==> src/rtl/usr_pkg.sv <==
// usr_pkg: shared sel/op codes and sequencer state encoding
// for the universal shift register controller.
package usr_pkg;

  localparam logic [1:0] SEL_HOLD = 2'b00;
  localparam logic [1:0] SEL_SHR  = 2'b01;
  localparam logic [1:0] SEL_SHL  = 2'b10;
  localparam logic [1:0] SEL_LOAD = 2'b11;

  localparam logic [2:0] ST_IDLE  = 3'd0;
  localparam logic [2:0] ST_LOAD  = 3'd1;
  localparam logic [2:0] ST_SHIFT = 3'd2;
  localparam logic [2:0] ST_HOLD  = 3'd3;
  localparam logic [2:0] ST_DONE  = 3'd4;

endpackage

==> src/rtl/usr_seq_cnt.sv <==
// usr_seq_cnt: loadable down-counter shared by SHIFT and HOLD,
// flags the cycle holding the final unit of work.
module usr_seq_cnt #(
  parameter int CNT_W = 8
) (
  input  logic             clk,
  input  logic             reset,
  input  logic             load,
  input  logic [CNT_W-1:0] load_val,
  input  logic             dec_en,
  output logic             last
);

  logic [CNT_W-1:0] cnt_q;
  logic [CNT_W-1:0] cnt_d;

  // load wins over decrement; never wraps below zero
  always_comb begin
    cnt_d = cnt_q;
    if (load) begin
      cnt_d = load_val;
    end else if (dec_en && (cnt_q != '0)) begin
      cnt_d = cnt_q - 1'b1;
    end
  end

  // count register
  always_ff @(posedge clk) begin
    if (reset) begin
      cnt_q <= '0;
    end else begin
      cnt_q <= cnt_d;
    end
  end

  assign last = (cnt_q == {{(CNT_W-1){1'b0}}, 1'b1});

endmodule

==> src/rtl/usr_seq_ctrl.sv <==
// usr_seq_ctrl: one-at-a-time command sequencer driving the
// sel/data/serial inputs of a universal shift register.
module usr_seq_ctrl
  import usr_pkg::*;
#(
  parameter int WIDTH = 4,
  parameter int CNT_W = 8
) (
  input  logic             clk,
  input  logic             reset,
  input  logic             cmd_valid,
  output logic             cmd_ready,
  input  logic [1:0]       cmd_op,
  input  logic [CNT_W-1:0] cmd_count,
  input  logic [WIDTH-1:0] cmd_data,
  input  logic             sin_valid,
  input  logic             sin_data,
  output logic             sin_ready,
  output logic [1:0]       usr_sel,
  output logic [WIDTH-1:0] usr_data_in,
  output logic             usr_sl_data,
  output logic             usr_sr_data,
  output logic             busy,
  output logic             done
);

  logic [2:0]       state_q, state_d;
  logic [1:0]       op_q, op_d;
  logic [WIDTH-1:0] data_q, data_d;
  logic             cnt_load;
  logic             cnt_dec;
  logic             cnt_last;
  logic             in_shift;

  usr_seq_cnt #(.CNT_W(CNT_W)) u_cnt (
    .clk      (clk),
    .reset    (reset),
    .load     (cnt_load),
    .load_val (cmd_count),
    .dec_en   (cnt_dec),
    .last     (cnt_last)
  );

  // next-state, command latching and counter control
  always_comb begin
    state_d  = state_q;
    op_d     = op_q;
    data_d   = data_q;
    cnt_load = 1'b0;
    cnt_dec  = 1'b0;
    unique case (1'b1)
      (state_q == ST_IDLE): begin
        if (cmd_valid) begin
          op_d = cmd_op;
          if (cmd_op == SEL_LOAD) begin
            data_d  = cmd_data;
            state_d = ST_LOAD;
          end else begin
            cnt_load = 1'b1;
            if (cmd_count == '0) begin
              state_d = ST_DONE;
            end else if (cmd_op == SEL_HOLD) begin
              state_d = ST_HOLD;
            end else begin
              state_d = ST_SHIFT;
            end
          end
        end
      end
      (state_q == ST_LOAD): begin
        state_d = ST_DONE;
      end
      (state_q == ST_SHIFT): begin
        if (sin_valid) begin
          cnt_dec = 1'b1;
          if (cnt_last) begin
            state_d = ST_DONE;
          end
        end
      end
      (state_q == ST_HOLD): begin
        cnt_dec = 1'b1;
        if (cnt_last) begin
          state_d = ST_DONE;
        end
      end
      default: begin
        state_d = ST_IDLE;
      end
    endcase
  end

  // state and latched command registers
  always_ff @(posedge clk) begin
    if (reset) begin
      state_q <= ST_IDLE;
      op_q    <= SEL_HOLD;
      data_q  <= '0;
    end else begin
      state_q <= state_d;
      op_q    <= op_d;
      data_q  <= data_d;
    end
  end

  assign in_shift = (state_q == ST_SHIFT);

  // shift register drive; SHIFT sel follows sin_valid
  always_comb begin
    usr_sel = SEL_HOLD;
    if (state_q == ST_LOAD) begin
      usr_sel = SEL_LOAD;
    end else if (in_shift && sin_valid) begin
      usr_sel = op_q;
    end
  end

  assign usr_data_in = data_q;
  assign sin_ready   = in_shift && sin_valid;
  assign usr_sr_data = in_shift && (op_q == SEL_SHR) && sin_data;
  assign usr_sl_data = in_shift && (op_q == SEL_SHL) && sin_data;
  assign cmd_ready   = (state_q == ST_IDLE);
  assign busy        = (state_q != ST_IDLE);
  assign done        = (state_q == ST_DONE);

endmodule

==> config.mk <==
export PLATFORM = sky130hd
export DESIGN_NAME = usr_seq_ctrl
export DESIGN_NICKNAME = d
export VERILOG_FILES = /design/src/rtl/usr_pkg.sv /design/src/rtl/usr_seq_cnt.sv /design/src/rtl/usr_seq_ctrl.sv
export SDC_FILE = /design/constraint.sdc
export NUM_CORES = 1
export LEC_CHECK = 0
export ABC_CLOCK_PERIOD_IN_PS = 3400
export CAP_MARGIN = 20
export CORE_MARGIN = 4
export CORE_UTILIZATION = 48
export DETAILED_ROUTE_END_ITERATION = 10
export PLACE_DENSITY = 0.83
export SYNTH_ARGS = -nofsm -noshare
export SYNTH_HDL_FRONTEND = slang
export SYNTH_HIERARCHICAL = 1
export SYNTH_SLANG_ARGS = --single-unit
==> constraint.sdc <==
create_clock -name clk -period 3.4 [get_ports clk]
set_input_delay 0.34 -clock clk [delete_from_list [all_inputs] [get_ports clk]]
set_output_delay 0.34 -clock clk [all_outputs]
set_load 0.03 [all_outputs]
==> key figures, run 1 <==
Detailed routing
  – DR vias: 1075
  – Routed WL: 2670 µm
  – Post-route ant nets: 0
  – Vias/cell: 5.91
  – Wire per inst: 14.7 µm
  – Drt first pass iters: 4
  – Residual DRC: 0
  – DR iter-0 viols: 24

Critical path
  – Kind of start point of the critical path: register
  – Crit path cell chain: or3_1, inv_1, clkdlybuf4s50_1
  – CP max-delay cell: clkdlybuf4s50_1
  – Crit path max fanout: 11
  – Critical path data required time: between 3 and 4 ns
  – Crit path max-delay family: buffers and inverters
  – Crit Path Class: register to output port
  – WP data arrival: ~2.0 ns
  – Crit. End Element: output port
  – Slowest cell delay on critical path: between 0.6 and 0.7 ns
  – Worst path bufs/invs: 2

Finish
  – Share of cells above drive strength 1: a little under a tenth
  – Layout Nets: around 180
  – Fillers: approximately 180
  – Area grow syn2layout: 31.2%
  – # diodes: 0
  – Final Util: ~70%
  – Design area: 0.00141 mm²

Die
  – Num rows: 16
  – Boundary pin count: 31
  – Die area: about 0.0031 mm²
  – Starting Density: about 53%
  – Die height: around 55 µm
  – Die W: 55.3 µm
  – Core Region: between 0.002 and 0.0025 mm²

Clocking
  – Num CTS Buffers: 3
  – Worst skew pair latency: approximately 0.29 ns
  – H-tree lvl count: 1
  – CTS tree: built
  – CTS Hold Bufs: 0
  – CTS Sinks: 17
  – Worst-path clk slew: 0.11 ns
  – Clk buf depth: 2
  – Setup fix buffers added after clock tree synthesis: 0
  – CTS resizes: 0
  – CTS Root Buffer Type: clkbuf_4

Timing
  – Fin worst setup slack: between 1 and 1.5 ns
  – Fmax: 428 MHz
  – Final setup vio count: 0
  – Setup Skew: 0.0121 ns
  – Final Hold Vio Count: 0
  – Final worst path period need: ~2.3 ns
  – Slew Viols, Final: 0
  – Final worst-path cycle share: approximately 70%
  – Worst-margin pin slew: approximately 0.76 ns
  – Max_slew headroom: 48.8%
  – RSZ-0062 raised after global routing: false
  – Setup TNS: 0 ns

Synth
  – Post-synth cell types: between 40 and 50
  – Post-synth top area share: between 30% and 40%
  – Dominant synthesized flop cell: dfxtp_1
  – Async S/R FF share, synth: 0%
  – Sequential fraction of the synthesis area: 31.7%
  – Cells taking the most area after synthesis: dfxtp_1 (32%), a21oi_1 (4.2%), a211oi_1 (4.2%), nor2_1 (3.9%), ha_1 (3.5%)
  – Yosys top cell by area: dfxtp_1
  – Mapped Area: 0.00107 mm²
  – EDFF count, synth: 0
  – Net count after synthesis: 149
  – Top cells by count, synth: dfxtp_1 (17), nor2_1 (11), a21oi_1 (9), inv_1 (8)
  – Synth Area per Inst: about 8.4 µm²
  – Synth warnings: 6
  – Most common cell in the netlist: dfxtp_1
  – #FFs+latches synth: 17
  – Cells after synthesis: between 100 and 150

Global route
  – Largest net degree at the start of global routing: 18
  – First-pass GRT wire length: around 4500 µm
  – Gr ovfl total: 0
  – Initial antenna violation count: 0
  – Total Routing Usage GR: roughly 17%
  – Number of global-route vias before repair: approximately 1100

Place
  – Pre-CTS setup slack: ~1.1 ns
  – Placed inst area: 0.00138 mm²
  – Gpl congestion: approximately 0.86
  – Buffers on Ports: 30
  – HPWL after DPL: between 2000 and 2500 µm

Power
  – Power, Total: 0.700 mW
  – Worst-case vdd ir drop: roughly 0.00028 V
  – Leakage power: approximately 0.47 nW
  – Pwr dens: between 400 and 500 mW/mm²

Flow run
  – # Max-Cap Violations: 0

Status
  – Outcome: finished clean

Worst hold path
  – Hold Path Class: register to register
## sequential cells by signal, summed over array words and instances (netlist names)
name / cells
usr_data_in: 4
op_q: 2
state_q: 3
u_cnt/cnt_q: 8
## path summary, 6_finish.rpt
| path | from | end | slack, ns | depth (start not counted) |
|---|---|---|---|---|
| hold reg to reg | usr_data_in[3] | usr_data_in[3] | 0.49 | 2 |
| hold / removal | usr_data_in[3] | usr_data_in[3] | 0.49 | 2 |
| setup / recovery | state_q[2] | cmd_ready | 1.06 | 3 |
| setup reg to reg | state_q[1] | u_cnt/cnt_q[3] | 1.10 | 6 |
## per-layer routing
layer / vias to the layer above / wire [µm] / GRT usage [%]
li1: 534 / - / -
met1: 494 / 1230 / 21.3
met2: 45 / 1270 / 30.6
met3: 2 / 168 / 3.03
met4: 0 / 10 / 4.51
met5: - / 0 / 0
## metrics by stage
stage,std cells,hold WS [ns]
4_1_cts,182,0.490
3_5_place_dp,178,0.474
6_report,182,0.491
2_1_floorplan,127,0.482
3_3_place_gp,178,0.466
5_1_grt,182,0.549
## kinds of logic after synthesis
kind of cell	count (synthesis)	share of synthesized area, %
buffers and inverters	14	5.37
adder cells (fa/ha/maj)	3	3.50
AO/OA/AOI/OAI	38	27.1
XOR/XNOR	4	3.27
flip-flops	17	31.7
AND/OR/NAND/NOR	49	27.2
multiplexers	2	1.87
## power by group
group,switching (mW),internal [mW]
Clock,0.0648,0.0437
Combinational,0.171,0.143
Sequential,0.0475,0.230
## final cells by class
type / count / area (µm²) / area share, %
clock buffers: 3 / 22.5 / 1.60
flip-flops and latches: 17 / 340 / 24.2
well taps: 27 / 33.8 / 2.40
clock inverters: 1 / 5.00 / 0.356
inverters: 8 / 30.0 / 2.14
repair buffers: 30 / 300 / 21.4
multi-input cells: 96 / 674 / 48.0
## worst reg2reg max path, stage by stage, from the launching register on
cell	delay, ns
dfxtp_1	0.56
nor2b_1	0.27
o21a_1	0.21
or3b_2	0.52
a211oi_1	0.30
xnor2_1	0.11
a211oi_1	0.25
## placed cells by master (no fill, tap or decap), drive strengths merged, types with 3 or more instances in the layout
master	count
a21oi	9
nand2	7
a211oi	7
clkbuf	3
or4	3
o21ai	7
dfxtp	17
ha	3
nor2	11
nand3	7
a2111oi	4
nor3b	5
inv	8
xnor2	4
clkdlybuf4s50	30
Note: power is estimated with default switching activity, not from simulation.
==> inputs of run 2 (changes only) <==
- ABC_CLOCK_PERIOD_IN_PS: 3400 -> 2100
- CORE_UTILIZATION: 48 -> 42
- PLACE_DENSITY: 0.83 -> 0.77
- clock period: 3.4 -> 2.1 ns (I/O delays scaled with it)
==> run 2 against run 1 <==
  * Sequential share of layout area shrank 1.8 points
  * Final area is 9.0% higher
  * Critical path depth did not move
  * Critical path type unchanged
  * Largest power group unchanged
==> key figures, run 2 (synthesis gave the netlist of run 1 again) <==
Status
  – Outcome: finished clean (unchanged)

Global route
  – Number of global-route vias before repair: 1066 (was 1051)
  – Total Routing Usage GR: 16.9% (was 17.3%)
  – Largest net degree at the start of global routing: 18 (unchanged)
  – First-pass GRT wire length: 4590 µm (was 4520 µm)
  – Gr ovfl total: 0 (unchanged)
  – Initial antenna violation count: 0 (unchanged)

Clocking
  – Num CTS Buffers: 3 (unchanged)
  – H-tree lvl count: 1 (unchanged)
  – CTS Hold Bufs: 0 (unchanged)
  – Clk buf depth: 2 (unchanged)
  – CTS Root Buffer Type: clkbuf_4 (unchanged)
  – CTS tree: built (unchanged)
  – Worst-path clk slew: 0.10 ns (was 0.11 ns)
  – Worst skew pair latency: 0.29 ns (about the same)
  – CTS Sinks: 17 (unchanged)

Die
  – Die height: 58.5 µm (was 55.3 µm)
  – Boundary pin count: 31 (unchanged)
  – Die W: 58.5 µm (was 55.3 µm)
  – Die area: 0.00343 mm² (was 0.00305 mm²)
  – Starting Density: 43.7% (was 52.5%)
  – Num rows: 18 (was 16)
  – Core Region: 0.00245 mm² (was 0.00204 mm²)

Timing
  – Final worst path period need: roughly 2.0 ns
  – Hold_ws: 0.467 ns (was 0.491 ns)
  – Final Hold Vio Count: 0 (unchanged)
  – RSZ-0062 raised after global routing: false (unchanged)
  – Fin worst setup slack: 0.123 ns (was 1.06 ns)
  – Max_slew headroom: 76.3% (was 48.8%)
  – Final setup vio count: 0 (unchanged)
  – Worst-margin pin slew: 0.354 ns (was 0.761 ns)
  – Setup Skew: 0.00487 ns (was 0.0121 ns)
  – Fmax: 506 MHz
  – Setup TNS: 0 ns (unchanged)
  – Final worst-path cycle share: 94.1%
  – Slew Viols, Final: 0 (unchanged)

Finish
  – Area grow syn2layout: 42.9% (was 31.2%)
  – Layout Nets: 193 (was 178)
  – Commonest non-fill, non-tap cells in the layout: clkdlybuf4s50_1 (25), dfxtp_1 (15), buf_4 (15) (was clkdlybuf4s50_1 (30), dfxtp_1 (17), nor2_1 (11))
  – Fillers: 223 (was 176)
  – # diodes: 0 (unchanged)
  – Most common cell after layout, fill and taps aside: clkdlybuf4s50_1 (unchanged)
  – Largest register by flop count: u_cnt/cnt_q (unchanged)
  – Final Util: 62.4% (was 68.9%)
  – Share of cells above drive strength 1: 20.0% (was 9.03%)
  – Layout Cells excl Fill: 200 (was 182)
  – Max reg flops: 8 (unchanged)
  – Design area: 0.00153 mm² (was 0.00141 mm²)

Critical path
  – FF-to-FF End: state_q[2] (was u_cnt/cnt_q[3])
  – R2r worst-path depth: 4 (was 6)
  – Critical path data required time: 1.89 ns (was 3.06 ns)
  – R2r setup slk: 0.15 ns (was 1.10 ns)
  – Kind of start point of the critical path: register (unchanged)
  – Crit. End Element: output port (unchanged)
  – Crit path cell chain: buf_4, or3_1, clkdlybuf4s50_1 (was or3_1, inv_1, clkdlybuf4s50_1)
  – Crit Path Class: register to output port (unchanged)
  – CP max-delay cell: clkdlybuf4s50_1 (unchanged)
  – Slowest cell delay on critical path: 0.62 ns (was 0.68 ns)
  – CP startpoint: state_q[1] (was state_q[2])
  – Crit path max fanout: 11 (unchanged)
  – WP data arrival: 1.77 ns (was 2.00 ns)
  – Reg-to-Reg Start: u_cnt/cnt_q[4] (was state_q[1])

Power
  – Sw power: 0.485 mW (was 0.283 mW)
  – Worst-case vdd ir drop: 0.000489 V (was 0.000278 V)
  – Logic gate share of total power: 50.3% (was 44.9%)
  – Leakage power: 0.568 nW (was 0.472 nW)
  – Sequential Power Share: 35.3% (was 39.6%)
  – Pwr dens: 803 mW/mm² (was 498 mW/mm²)
  – Power, Total: 1.23 mW (was 0.700 mW)
  – Switch share: 39.4% (was 40.5%)
  – Internal power: 0.747 mW (was 0.417 mW)
  – Clock share of power: 14.4% (was 15.5%)

Place
  – Gpl congestion: 0.916 (was 0.857)
  – Pre-CTS setup slack: -0.0110 ns (was 1.06 ns)
  – Placed cells: 196 (was 178)
  – Placed inst area: 0.00150 mm² (was 0.00138 mm²)
  – Buffers on Ports: 30 (unchanged)
  – HPWL after DPL: 2240 µm (was 2020 µm)

Detailed routing
  – Residual DRC: 0 (unchanged)
  – DR vias: 1141 (was 1075)
  – Vias/cell: 5.71 (was 5.91)
  – Drt first pass iters: 4 (unchanged)
  – Post-route ant nets: 0 (unchanged)
  – Wire per inst: 14.1 µm (was 14.7 µm)
  – Routed WL: 2830 µm (was 2670 µm)
  – DR iter-0 viols: 52 (was 24)

Worst hold path
  – Hold Path Class: input pin to register (was register to register)
  – Hold Path Depth: 3 (was 2)
  – Hold Crit Start: cmd_data[1] (was usr_data_in[3])
  – Hold worst-path end: usr_data_in[1] (was usr_data_in[3])

Flow run
  – # Max-Cap Violations: 0 (unchanged)
run 2: changes by cell type in the layout (fill, tap and decap cells not counted):
cell             previous run  this run
nor2b_1                     2         1
nor4b_2                     1         2
a211oi_1                    6         5
buf_4                       0        15
clkdlybuf4s50_1            30        25
nor4b_1                     1         0
dfxtp_1                    17        15
dfxtp_2                     0         2
nor2b_2                     0         1
dlygate4sd2_1               0         5
a211oi_2                    1         2
run 2: how the worst max path moves through the flow:
stage | to | slack (ns) | depth (start not counted)
floorplan | u_cnt/cnt_q[7] | 0.11 | 7
global placement | u_cnt/cnt_q[7] | 0.08 | 6
detailed placement | u_cnt/cnt_q[3] | -0.01 | 6
CTS | state_q[2] | 0.07 | 4
global route | u_cnt/cnt_q[5] | 0.04 | 6
finish | busy | 0.12 | 3
run 2: per-layer routing:
| layer | up-vias | track usage (%) | part of all wire (%) |
|---|---|---|---|
| li1 | 563 | - | - |
| met1 | 525 | 19.0 | 42 |
| met2 | 51 | 31.7 | 49 |
| met3 | 2 | 3.29 | 7.8 |
| met4 | 0 | 4.97 | 0.81 |
| met5 | - | 0 | 0 |
run 2: what timing repair did:
| action | CTS | global route |
|---|---|---|
| hold endpoints to repair | 0 | 0 |
| setup buffers | 0 | 0 |
| resized for setup | 5 | 5 |
| pin swaps | 0 | 0 |
| endpoints found under the setup margin | 5 | 5 |
run 2: cell type report:
cell class / instances / area [µm²] / area share (%)
inverters: 8 / 30.0 / 1.96
repair buffers: 45 / 407 / 26.5
multi-input cells: 96 / 688 / 44.9
clock buffers: 3 / 22.5 / 1.47
well taps: 30 / 37.5 / 2.45
flip-flops and latches: 17 / 343 / 22.4
clock inverters: 1 / 5.00 / 0.327
run 2: worst max-delay path, delay by kind of cell (launching register included):
family,cells,cell delay (ns)
simple gates,1,0.37
flops,1,0.32
buf+inv,2,0.79
run 2: power groups by stage:
stage          Combinational [mW]  Sequential [mW]  Clock, mW
2_1_floorplan               0.374            0.424          0
3_3_place_gp                0.600            0.433          0
3_5_place_dp                0.616            0.437          0
4_1_cts                     0.611            0.430      0.183
5_1_grt                     0.672            0.443      0.199
6_report                    0.619            0.435      0.177
